### src/rtl/mobilenet_pkg.sv
// Types and constants shared by the MobileNet layer sequencers.
package mobilenet_pkg;

  localparam int ACC_WIDTH = 32;

  typedef enum logic [2:0] {
    S_IDLE,
    S_FETCH,
    S_CAPTURE,
    S_START,
    S_WAIT,
    S_BIAS,
    S_OUTPUT,
    S_DONE
  } fc_seq_state_t;

endpackage

### src/rtl/chunk_mask.sv
// Per-lane enable for an input chunk: every lane is live except, on the last
// chunk, the lanes at or above the tail count.
module chunk_mask #(
  parameter int LANES = 10,
  parameter int CNT_W = 16
) (
  input  logic             last_chunk_i,
  input  logic [CNT_W-1:0] tail_i,
  output logic [LANES-1:0] mask_o
);

  for (genvar gi = 0; gi < LANES; gi++) begin : g_lane
    assign mask_o[gi] = !last_chunk_i || (CNT_W'(gi) < tail_i);
  end

endmodule

### src/rtl/fc_layer_sequencer.sv
// Walks every neuron and input chunk of a fully-connected layer through the
// shared fc dot-product unit, then adds bias, optional ReLU and streams results.
module fc_layer_sequencer
  import mobilenet_pkg::*;
#(
  parameter int DATA_WIDTH    = 8,
  parameter int OPS_PER_CYCLE = 10,
  parameter int ADDR_WIDTH    = 16
) (
  input  logic                                  clock,
  input  logic                                  reset,
  input  logic                                  cfg_start,
  input  logic [15:0]                           cfg_num_in,
  input  logic [15:0]                           cfg_num_out,
  input  logic                                  cfg_relu,
  output logic                                  busy,
  output logic                                  layer_done,
  output logic                                  op_rd_en,
  output logic [ADDR_WIDTH-1:0]                 op_rd_addr,
  input  logic [OPS_PER_CYCLE*DATA_WIDTH-1:0]   op_rd_data,
  output logic                                  wt_rd_en,
  output logic [ADDR_WIDTH-1:0]                 wt_rd_addr,
  input  logic [OPS_PER_CYCLE*DATA_WIDTH-1:0]   wt_rd_data,
  output logic                                  bias_rd_en,
  output logic [ADDR_WIDTH-1:0]                 bias_rd_addr,
  input  logic [DATA_WIDTH-1:0]                 bias_rd_data,
  output logic [OPS_PER_CYCLE*DATA_WIDTH-1:0]   fc_operands,
  output logic [OPS_PER_CYCLE*DATA_WIDTH-1:0]   fc_weights,
  output logic [OPS_PER_CYCLE*DATA_WIDTH-1:0]   fc_biases,
  output logic                                  fc_start,
  input  logic                                  fc_done,
  input  logic [ACC_WIDTH-1:0]                  fc_result,
  output logic [ACC_WIDTH-1:0]                  out_data,
  output logic                                  out_valid,
  input  logic                                  out_ready,
  output logic [15:0]                           out_index
);

  localparam int VEC_W = OPS_PER_CYCLE * DATA_WIDTH;

  fc_seq_state_t           state_q, state_d;
  logic [16:0]             chunks_q, chunks_d;
  logic [15:0]             tail_q, tail_d;
  logic [15:0]             num_out_q, num_out_d;
  logic [15:0]             chunk_q, chunk_d;
  logic [15:0]             neuron_q, neuron_d;
  logic                    relu_q, relu_d;
  logic [ADDR_WIDTH-1:0]   wt_addr_q, wt_addr_d;
  logic [ACC_WIDTH-1:0]    acc_q, acc_d;
  logic [ACC_WIDTH-1:0]    bias_q, bias_d;
  logic [ACC_WIDTH-1:0]    out_data_q, out_data_d;
  logic [VEC_W-1:0]        fc_op_q, fc_op_d;
  logic [VEC_W-1:0]        fc_wt_q, fc_wt_d;

  logic [16:0]             chunks_calc;
  logic [15:0]             tail_calc;
  logic                    last_chunk;
  logic                    last_neuron;
  logic [OPS_PER_CYCLE-1:0] lane_mask;
  logic [VEC_W-1:0]        lane_bits;
  logic [ACC_WIDTH-1:0]    biased;

  // 17-bit sum so the round-up cannot overflow for num_in near 65535
  assign chunks_calc = ({1'b0, cfg_num_in} + 17'(OPS_PER_CYCLE - 1)) / 17'(OPS_PER_CYCLE);
  assign tail_calc   = cfg_num_in - 16'((chunks_calc - 17'd1) * 17'(OPS_PER_CYCLE));
  assign last_chunk  = ({1'b0, chunk_q} == chunks_q - 17'd1);
  assign last_neuron = (neuron_q == num_out_q - 16'd1);
  assign biased      = acc_q + bias_q;

  chunk_mask #(
    .LANES (OPS_PER_CYCLE),
    .CNT_W (16)
  ) u_chunk_mask (
    .last_chunk_i (last_chunk),
    .tail_i       (tail_q),
    .mask_o       (lane_mask)
  );

  for (genvar gi = 0; gi < OPS_PER_CYCLE; gi++) begin : g_lane_bits
    assign lane_bits[gi*DATA_WIDTH +: DATA_WIDTH] = {DATA_WIDTH{lane_mask[gi]}};
  end

  always_comb begin
    state_d    = state_q;
    chunks_d   = chunks_q;
    tail_d     = tail_q;
    num_out_d  = num_out_q;
    chunk_d    = chunk_q;
    neuron_d   = neuron_q;
    relu_d     = relu_q;
    wt_addr_d  = wt_addr_q;
    acc_d      = acc_q;
    bias_d     = bias_q;
    out_data_d = out_data_q;
    fc_op_d    = fc_op_q;
    fc_wt_d    = fc_wt_q;
    case (state_q)
      S_IDLE: begin
        if (cfg_start) begin
          chunks_d  = chunks_calc;
          tail_d    = tail_calc;
          num_out_d = cfg_num_out;
          relu_d    = cfg_relu;
          chunk_d   = '0;
          neuron_d  = '0;
          wt_addr_d = '0;
          acc_d     = '0;
          state_d   = (cfg_num_in == 16'd0 || cfg_num_out == 16'd0) ? S_DONE : S_FETCH;
        end
      end
      S_FETCH: begin
        wt_addr_d = wt_addr_q + 1'b1;
        state_d   = S_CAPTURE;
      end
      S_CAPTURE: begin
        fc_op_d = op_rd_data & lane_bits;
        fc_wt_d = wt_rd_data & lane_bits;
        // Bias is only fetched alongside chunk 0 of each neuron
        if (chunk_q == 16'd0)
          bias_d = {{(ACC_WIDTH-DATA_WIDTH){bias_rd_data[DATA_WIDTH-1]}}, bias_rd_data};
        state_d = S_START;
      end
      S_START: state_d = S_WAIT;
      S_WAIT: begin
        if (fc_done) begin
          acc_d = acc_q + fc_result;
          if (last_chunk) begin
            state_d = S_BIAS;
          end else begin
            chunk_d = chunk_q + 16'd1;
            state_d = S_FETCH;
          end
        end
      end
      S_BIAS: begin
        out_data_d = (relu_q && biased[ACC_WIDTH-1]) ? '0 : biased;
        state_d    = S_OUTPUT;
      end
      S_OUTPUT: begin
        if (out_ready) begin
          acc_d   = '0;
          chunk_d = '0;
          if (last_neuron) begin
            state_d = S_DONE;
          end else begin
            neuron_d = neuron_q + 16'd1;
            state_d  = S_FETCH;
          end
        end
      end
      S_DONE:  state_d = S_IDLE;
      default: state_d = S_IDLE;
    endcase
  end

  always_ff @(posedge clock or negedge reset) begin
    if (!reset) begin
      state_q    <= S_IDLE;
      chunks_q   <= '0;
      tail_q     <= '0;
      num_out_q  <= '0;
      chunk_q    <= '0;
      neuron_q   <= '0;
      relu_q     <= 1'b0;
      wt_addr_q  <= '0;
      acc_q      <= '0;
      bias_q     <= '0;
      out_data_q <= '0;
      fc_op_q    <= '0;
      fc_wt_q    <= '0;
    end else begin
      state_q    <= state_d;
      chunks_q   <= chunks_d;
      tail_q     <= tail_d;
      num_out_q  <= num_out_d;
      chunk_q    <= chunk_d;
      neuron_q   <= neuron_d;
      relu_q     <= relu_d;
      wt_addr_q  <= wt_addr_d;
      acc_q      <= acc_d;
      bias_q     <= bias_d;
      out_data_q <= out_data_d;
      fc_op_q    <= fc_op_d;
      fc_wt_q    <= fc_wt_d;
    end
  end

  assign busy         = (state_q != S_IDLE);
  assign layer_done   = (state_q == S_DONE);
  assign op_rd_en     = (state_q == S_FETCH);
  assign wt_rd_en     = (state_q == S_FETCH);
  assign bias_rd_en   = (state_q == S_FETCH) && (chunk_q == 16'd0);
  assign op_rd_addr   = ADDR_WIDTH'(chunk_q);
  assign wt_rd_addr   = wt_addr_q;
  assign bias_rd_addr = ADDR_WIDTH'(neuron_q);
  assign fc_operands  = fc_op_q;
  assign fc_weights   = fc_wt_q;
  assign fc_biases    = '0;
  assign fc_start     = (state_q == S_START);
  assign out_valid    = (state_q == S_OUTPUT);
  assign out_data     = out_data_q;
  assign out_index    = neuron_q;

endmodule
### config.mk
export PLATFORM = sky130hd
export DESIGN_NAME = fc_layer_sequencer
export DESIGN_NICKNAME = d
export VERILOG_FILES = /design/src/rtl/mobilenet_pkg.sv /design/src/rtl/chunk_mask.sv /design/src/rtl/fc_layer_sequencer.sv
export SDC_FILE = /design/constraint.sdc
export NUM_CORES = 1
export LEC_CHECK = 0
export BUFFER_PORTS_ARGS = -buffer_cell sky130_fd_sc_hd__buf_2
export CAP_MARGIN = 20
export CORE_AREA = 5 5 226 228
export DETAILED_ROUTE_END_ITERATION = 10
export DIE_AREA = 0 0 231 233
export PLACE_DENSITY = 0.7
export SETUP_SLACK_MARGIN = 0.1
export SLEW_MARGIN = 20
export SYNTH_ARGS = -nofsm -noshare
export SYNTH_HDL_FRONTEND = slang
export SYNTH_HIERARCHICAL = 1
export SYNTH_SLANG_ARGS = --single-unit
### constraint.sdc
create_clock -name clock -period 8.4 [get_ports clock]
set_input_delay 1.26 -clock clock [delete_from_list [all_inputs] [get_ports clock]]
set_output_delay 1.26 -clock clock [all_outputs]
set_load 0.05 [all_outputs]
== Word-level counts from Yosys, hierarchy flattened ==
Cells that the tools add are included.

* Bits of input ports: 238
* Register bits: 333
* Logic and storage cells: 101

* Equality and inequality tests: 14
* $mul: 1
* Div/mod/pow operators: 1
* Reduce and logical (&&, ||, !) cells: 29
* Add/subtract/negate cells: 10
* $lt $le $gt $ge: 10
* Bitwise logic cells: 2
* Mux-type cells: 21

{| class="wikitable"
|+ Operators by type and width
! operator !! count
|-
| $and A80 B80 Y80 || 2
|-
| $mux W32 || 4
|-
| $mux W16 || 6
|-
| $pmux W32 S3 || 1
|-
| $add A32 B32 Y32 || 2
|-
| $lt A3 B16 Y1 const A || 4
|-
| $pmux W16 S2 || 2
|-
| $add A16 B1 Y16 const B || 3
|-
| $logic_not A16 Y1 || 3
|-
| $pmux W16 S3 || 1
|-
| $sub A17 B1 Y17 const B || 2
|-
| $lt A1 B16 Y1 const A || 2
|-
| $lt A2 B16 Y1 const A || 2
|-
| $lt A4 B16 Y1 const A || 2
|-
| $pmux W3 S8 || 1
|-
| $mux W3 || 6
|-
| $add A16 B4 Y17 const B || 1
|-
| $div A17 B4 Y17 const B || 1
|-
| $eq A16 B17 Y1 || 1
|-
| $mul A17 B3 Y15 const B || 1
|-
| $eq A16 B16 Y1 || 1
|-
| $sub A16 B1 Y16 const B || 1
|-
| $sub A16 B16 Y16 || 1
|-
| $eq A3 B3 Y1 const B || 4
|-
| 14 further kinds || 34
|}

== Logic depth before layout (Yosys ltp) ==
* Word-level depth: 5
* Gate-level depth with buffers: 47
* Depth with buffers taken out: 41

== Cells and area by module ==
Netlist, hierarchy kept.

{| class="wikitable"
|+ Modules (own cells, without submodules)
! module !! instances !! area each (µm²) !! cells each !! sequential area each (µm²)
|-
| fc_layer_sequencer || 1 || 21,424.3 || 2,548 || 8,257.9
|-
| chunk_mask || 1 || 163.9 || 20 || 0.0
|}

== Least setup slack after synthesis ==
OpenSTA, ideal clock, no wires.

* Path type: input port to flip-flop
* Start point: input cfg_num_in[0]
* End point: register tail_q[15]
* Arrival: 10.394 ns
* Data required time: 8.305 ns
* Stages on the path: 46
* Buffers on the path: 5
* Path slack: -2.089 ns
* Cells stage by stage: ha_1 > a21oi_1 > or4_1 > buf_2 > or3_1 > buf_6 > nand3_1 > o311ai_2 > o21ai_2 > mux2i_1 > a31oi_1 > or2_1 > buf_2 > a221o_1 > buf_4 > a21o_1 > a2111oi_2 > a21oi_1 > (+10 left out) > ha_1 > inv_1 > fa_1 > ha_1 > inv_1 > o21bai_1 > a21oi_1 > o21bai_1 > a21oi_1 > o21bai_1 > a21oi_1 > o21bai_1 > a21oi_1 > o21bai_1 > a21oi_1 > xnor2_1 > nor3_1 > o31ai_1

* Word-level cells in the longest chain between the ends: 5

{| class="wikitable"
|+ Ends and longest elaborated chain
! element !! line !! text
|-
| start: declaration || fc_layer_sequencer.sv:13 || <nowiki>input logic [15:0] cfg_num_in,</nowiki>
|-
| $add A16 B4 Y17 || fc_layer_sequencer.sv:64 || <nowiki>assign chunks_calc = ({1'b0, cfg_num_in} + 17'(OPS_PER_CYCLE - 1)) / 17'(OPS_PER_CYCLE);</nowiki>
|-
| $div A17 B4 Y17 || fc_layer_sequencer.sv:64 ||
|-
| $sub A17 B1 Y17 || fc_layer_sequencer.sv:65 || <nowiki>assign tail_calc = cfg_num_in - 16'((chunks_calc - 17'd1) * 17'(OPS_PER_CYCLE));</nowiki>
|-
| $mul A17 B3 Y15 || fc_layer_sequencer.sv:65 ||
|-
| $sub A16 B16 Y16 (*) || fc_layer_sequencer.sv:65 ||
|-
| end signal: assignment || fc_layer_sequencer.sv:174 || <nowiki>tail_q <= tail_d;</nowiki>
|-
| end: declaration || fc_layer_sequencer.sv:43 || <nowiki>logic [15:0] tail_q, tail_d;</nowiki>
|}

Every way passes the cells marked *; elsewhere a longest branch is shown, timed or not.
A chain may end at the register's enable or synchronous reset.

== Final worst setup path ==
* Start point: input cfg_num_in[1]
* End point: register tail_q[15]

Same word-level chain as after synthesis.

==> metrics.md <==
| Metric | Value |
|---|---|
| Status | `complete, but fails checks` |
| Slew Limit Fails | `0` |
| Vias in the first global route | `20,600` |
| Rel. slew slack | `27.7%` |
| # Max-Cap Violations | `0` |
| WL per Instance | `19.0 microns` |
| Slowest CP cell | `or4_4` |
| CTS buffer count | `38` |
| Hold_ws | `0.471 ns` |
| Distinct cell type count after synthesis | `100` |
| IO buf count | `500` |
| Worst Path Arrival | `9.68 ns` |
| Top_reg_cell synth | `dfrtp_1` |
| Fmax | `108 MHz` |
| Pleak | `0.0143 uW` |
| Critical Path Source | `cfg_num_in[1]` |
| Die Width | `231 microns` |
| Most common cell after layout, fill and taps aside | `nand2_1` |
| Sink Count | `330` |
| Vias after detailed routing | `20,900` |
| Worst-skew pair later-pin latency | `0.56 ns` |
| Startpoint types | `primary input` |
| Setup TNS | `-3.53 ns` |
| Layout cells sized above 1 | `30.8%` |
| Drc violations | `0` |
| RR Endpoint | `fc_weights[37]` |
| Failing checks | `negative setup slack` |
| DIE AREA | `0.0538 sq mm` |
| Layout area overhead | `30.7%` |
| Final hold vios | `0` |
| Total power per unit cell area | `464 mW/mm^2` |
| Multi-input gate area | `0.0129 sq mm` |
| RD Place Congestion | `0.947` |
| Ys async rst share | `100%` |
| CP max stage delay | `0.52 ns` |
| DP Cell Count | `3,775` |
| Clock buffer depth | `3` |
| Fill cell count | `4,403` |
| Register Area | `0.00826 sq mm` |
| Crit-path max FO | `5` |
| Mean Syn Cell Area | `8.41 sq um` |
| Number of vias per cell | `5.37` |
| CP required | `8.82 ns` |
| Std-Cell Rows | `81` |
| Cells after Synth | `2,568` |
| Setup violations, final | `8` |
| # IOs | `581` |
| CP dominant cell by count | `a21oi_2` |
| Final nets | `3,585` |
| DRT Wirelength | `74,100 microns` |
| Antenna violations before repair | `26` |
| Starting Density | `44.4%` |
| Min Tclk post-route | `9.26 ns` |
| Post-DP HPWL | `57,700 microns` |
| Tot Pwr | `13,100 uW` |
| First-pass GRT wire length | `113,000 microns` |
| Final non-filler cell total | `3,897` |
| Reg2Reg Setup Slack | `2.32 ns` |
| Clk_skew | `0.0265 ns` |
| Root buffer cell | `clkbuf_16` |
| Critical Path Sink | `tail_q[15]` |
| Critical R2R Launch | `chunks_q[2]` |
| Synth Cell Area | `0.0216 sq mm` |
| Seq cells post-synth | `330` |
| Post-DRT Antenna Nets | `0` |
| Die Height | `233 microns` |
| H-tree lvl count | `2` |
| Overflow after GRT | `0` |
| Ys Warns | `6` |
| Fin crit share | `110%` |
| Largest net degree at the start of global routing | `290` |
| Initial DRC Count | `1,529` |
| Clk pin slew, worst setup/hold paths | `0.07 ns` |
| 1st-pass router iterations | `6` |
| Setup ws final | `-0.857 ns` |
| EDFF count, synth | `0` |
| CP Capture Type | `flip-flop` |
| Post-synthesis sequential area ratio | `38.3%` |
| Max VDD drop | `457 uV` |
| Reg2reg path depth | `14` |
| CTS tree | `built` |
| Setup CP Type | `primary input to flip-flop` |
| Hold Crit Class | `flip-flop to flip-flop` |
| RSZ-0062 raised after global routing | `yes` |
| Most frequent cells in the layout | `564 x nand2_1, 497 x buf_2, 330 x dfrtp_1` |
| Worst-Margin Slew | `1.09 ns` |
| Core area | `0.0486 sq mm` |
| Gr usage total | `26.1%` |
kinds of logic after synthesis:
logic type      after synthesis  synth area share (%)
simple gates                990                  20.8
mux                          26                  1.33
other cells                   1                0.0174
flops                       330                  38.3
compound gates              630                  18.5
buf+inv                     300                  7.19
xor+xnor                    176                  7.14
fa+ha+maj                   115                  6.79
worst min path at each step:
stage / end / slack [ns] / start / cells past startpoint
after floorplan: tail_q[6] / 0.46 / tail_q[6] / 2
after global placement: fc_operands[30] / 0.46 / fc_operands[30] / 2
after detailed placement: out_data[25] / 0.46 / out_data[25] / 2
after CTS: out_data[25] / 0.48 / out_data[25] / 2
after global routing: fc_operands[27] / 0.49 / fc_operands[27] / 2
final: out_data[25] / 0.47 / out_data[25] / 2
final cells by class:
cell class | count | area share, %
multi-input combinational | 2017 | 45.8
timing repair buffer | 777 | 16.8
inverter | 69 | 0.927
clock inverter | 11 | 0.373
clock buffer | 58 | 4.00
tap | 622 | 2.76
sequential | 330 | 29.3
antenna | 13 | 0.115
repair_timing:
action / CTS / global route
gates resized for setup: 50 / 85
pin swaps: 33 / 62
hold buffers: 0 / 0
setup buffers: 24 / 17
endpoints found under the setup margin: 11 / 11
registers in the layout, indices dropped and copies added, names as in the netlist:
name and count:
bias_q 8, state_q 3, acc_q 32, op_rd_addr 16
tail_q 16, relu_q 1, wt_rd_addr 16, bias_rd_addr 16
chunks_q 14, out_data 32, fc_weights 80, fc_operands 80
num_out_q 16
synth_stat cells (12+ instances only):
cell type	count	area [sq um]
xnor2_1	106	928
o21a_1	15	113
nand4_1	27	169
a21o_1	23	173
mux2_2	12	135
mux2i_1	13	130
and3_1	13	81.3
o21bai_1	38	285
buf_4	104	781
o21ai_0	276	1380
clkbuf_1	108	405
nand2_1	567	2130
inv_1	66	248
nor2_1	132	495
nor3_1	58	290
nand3_1	54	270
nor4_1	23	144
ha_1	110	1380
dfrtp_1	330	8260
and2_1	13	81.3
a21oi_1	97	485
xor2_1	70	613
a31oi_1	20	125
or3_1	21	131
o31ai_1	41	308
a211oi_1	14	105
nand2b_1	14	87.6
metal layers:
metal  track usage [%]  vias up  wire length [microns]
met3              6.22      164                   5540
li1                  -    10100                      -
met5                 0        -                    119
met2              42.7      619                  35000
met4              9.71       18                   2850
met1              33.8    10000                  30600
worst max-delay path, delay by kind of cell:
kind	cells	cell delay [ns]
AO/OA/AOI/OAI	21	3.52
XOR/XNOR	3	0.38
adder cells (fa/ha/maj)	6	1.65
buffers and inverters	9	1.06
multiplexers	1	0.25
AND/OR/NAND/NOR	5	1.52
metrics by stage:
stage / area [sq um] / setup WS, ns / utilization [%]
finish: 28200 / -0.857 / 58.0
global route: 28200 / -1.24 / 57.9
CTS: 27600 / -0.772 / 56.6
detailed placement: 25900 / -1.86 / 53.3
global placement: 25900 / -1.51 / 53.3
floorplan: 22100 / -1.29 / -
report_power, final:
group	switching (uW)	internal (uW)	leakage, uW
Combinational	5240	3410	0.00948
Clock	690	963	0.000607
Sequential	519	2260	0.00421
No activity file was read; power rests on OpenSTA's default activity.
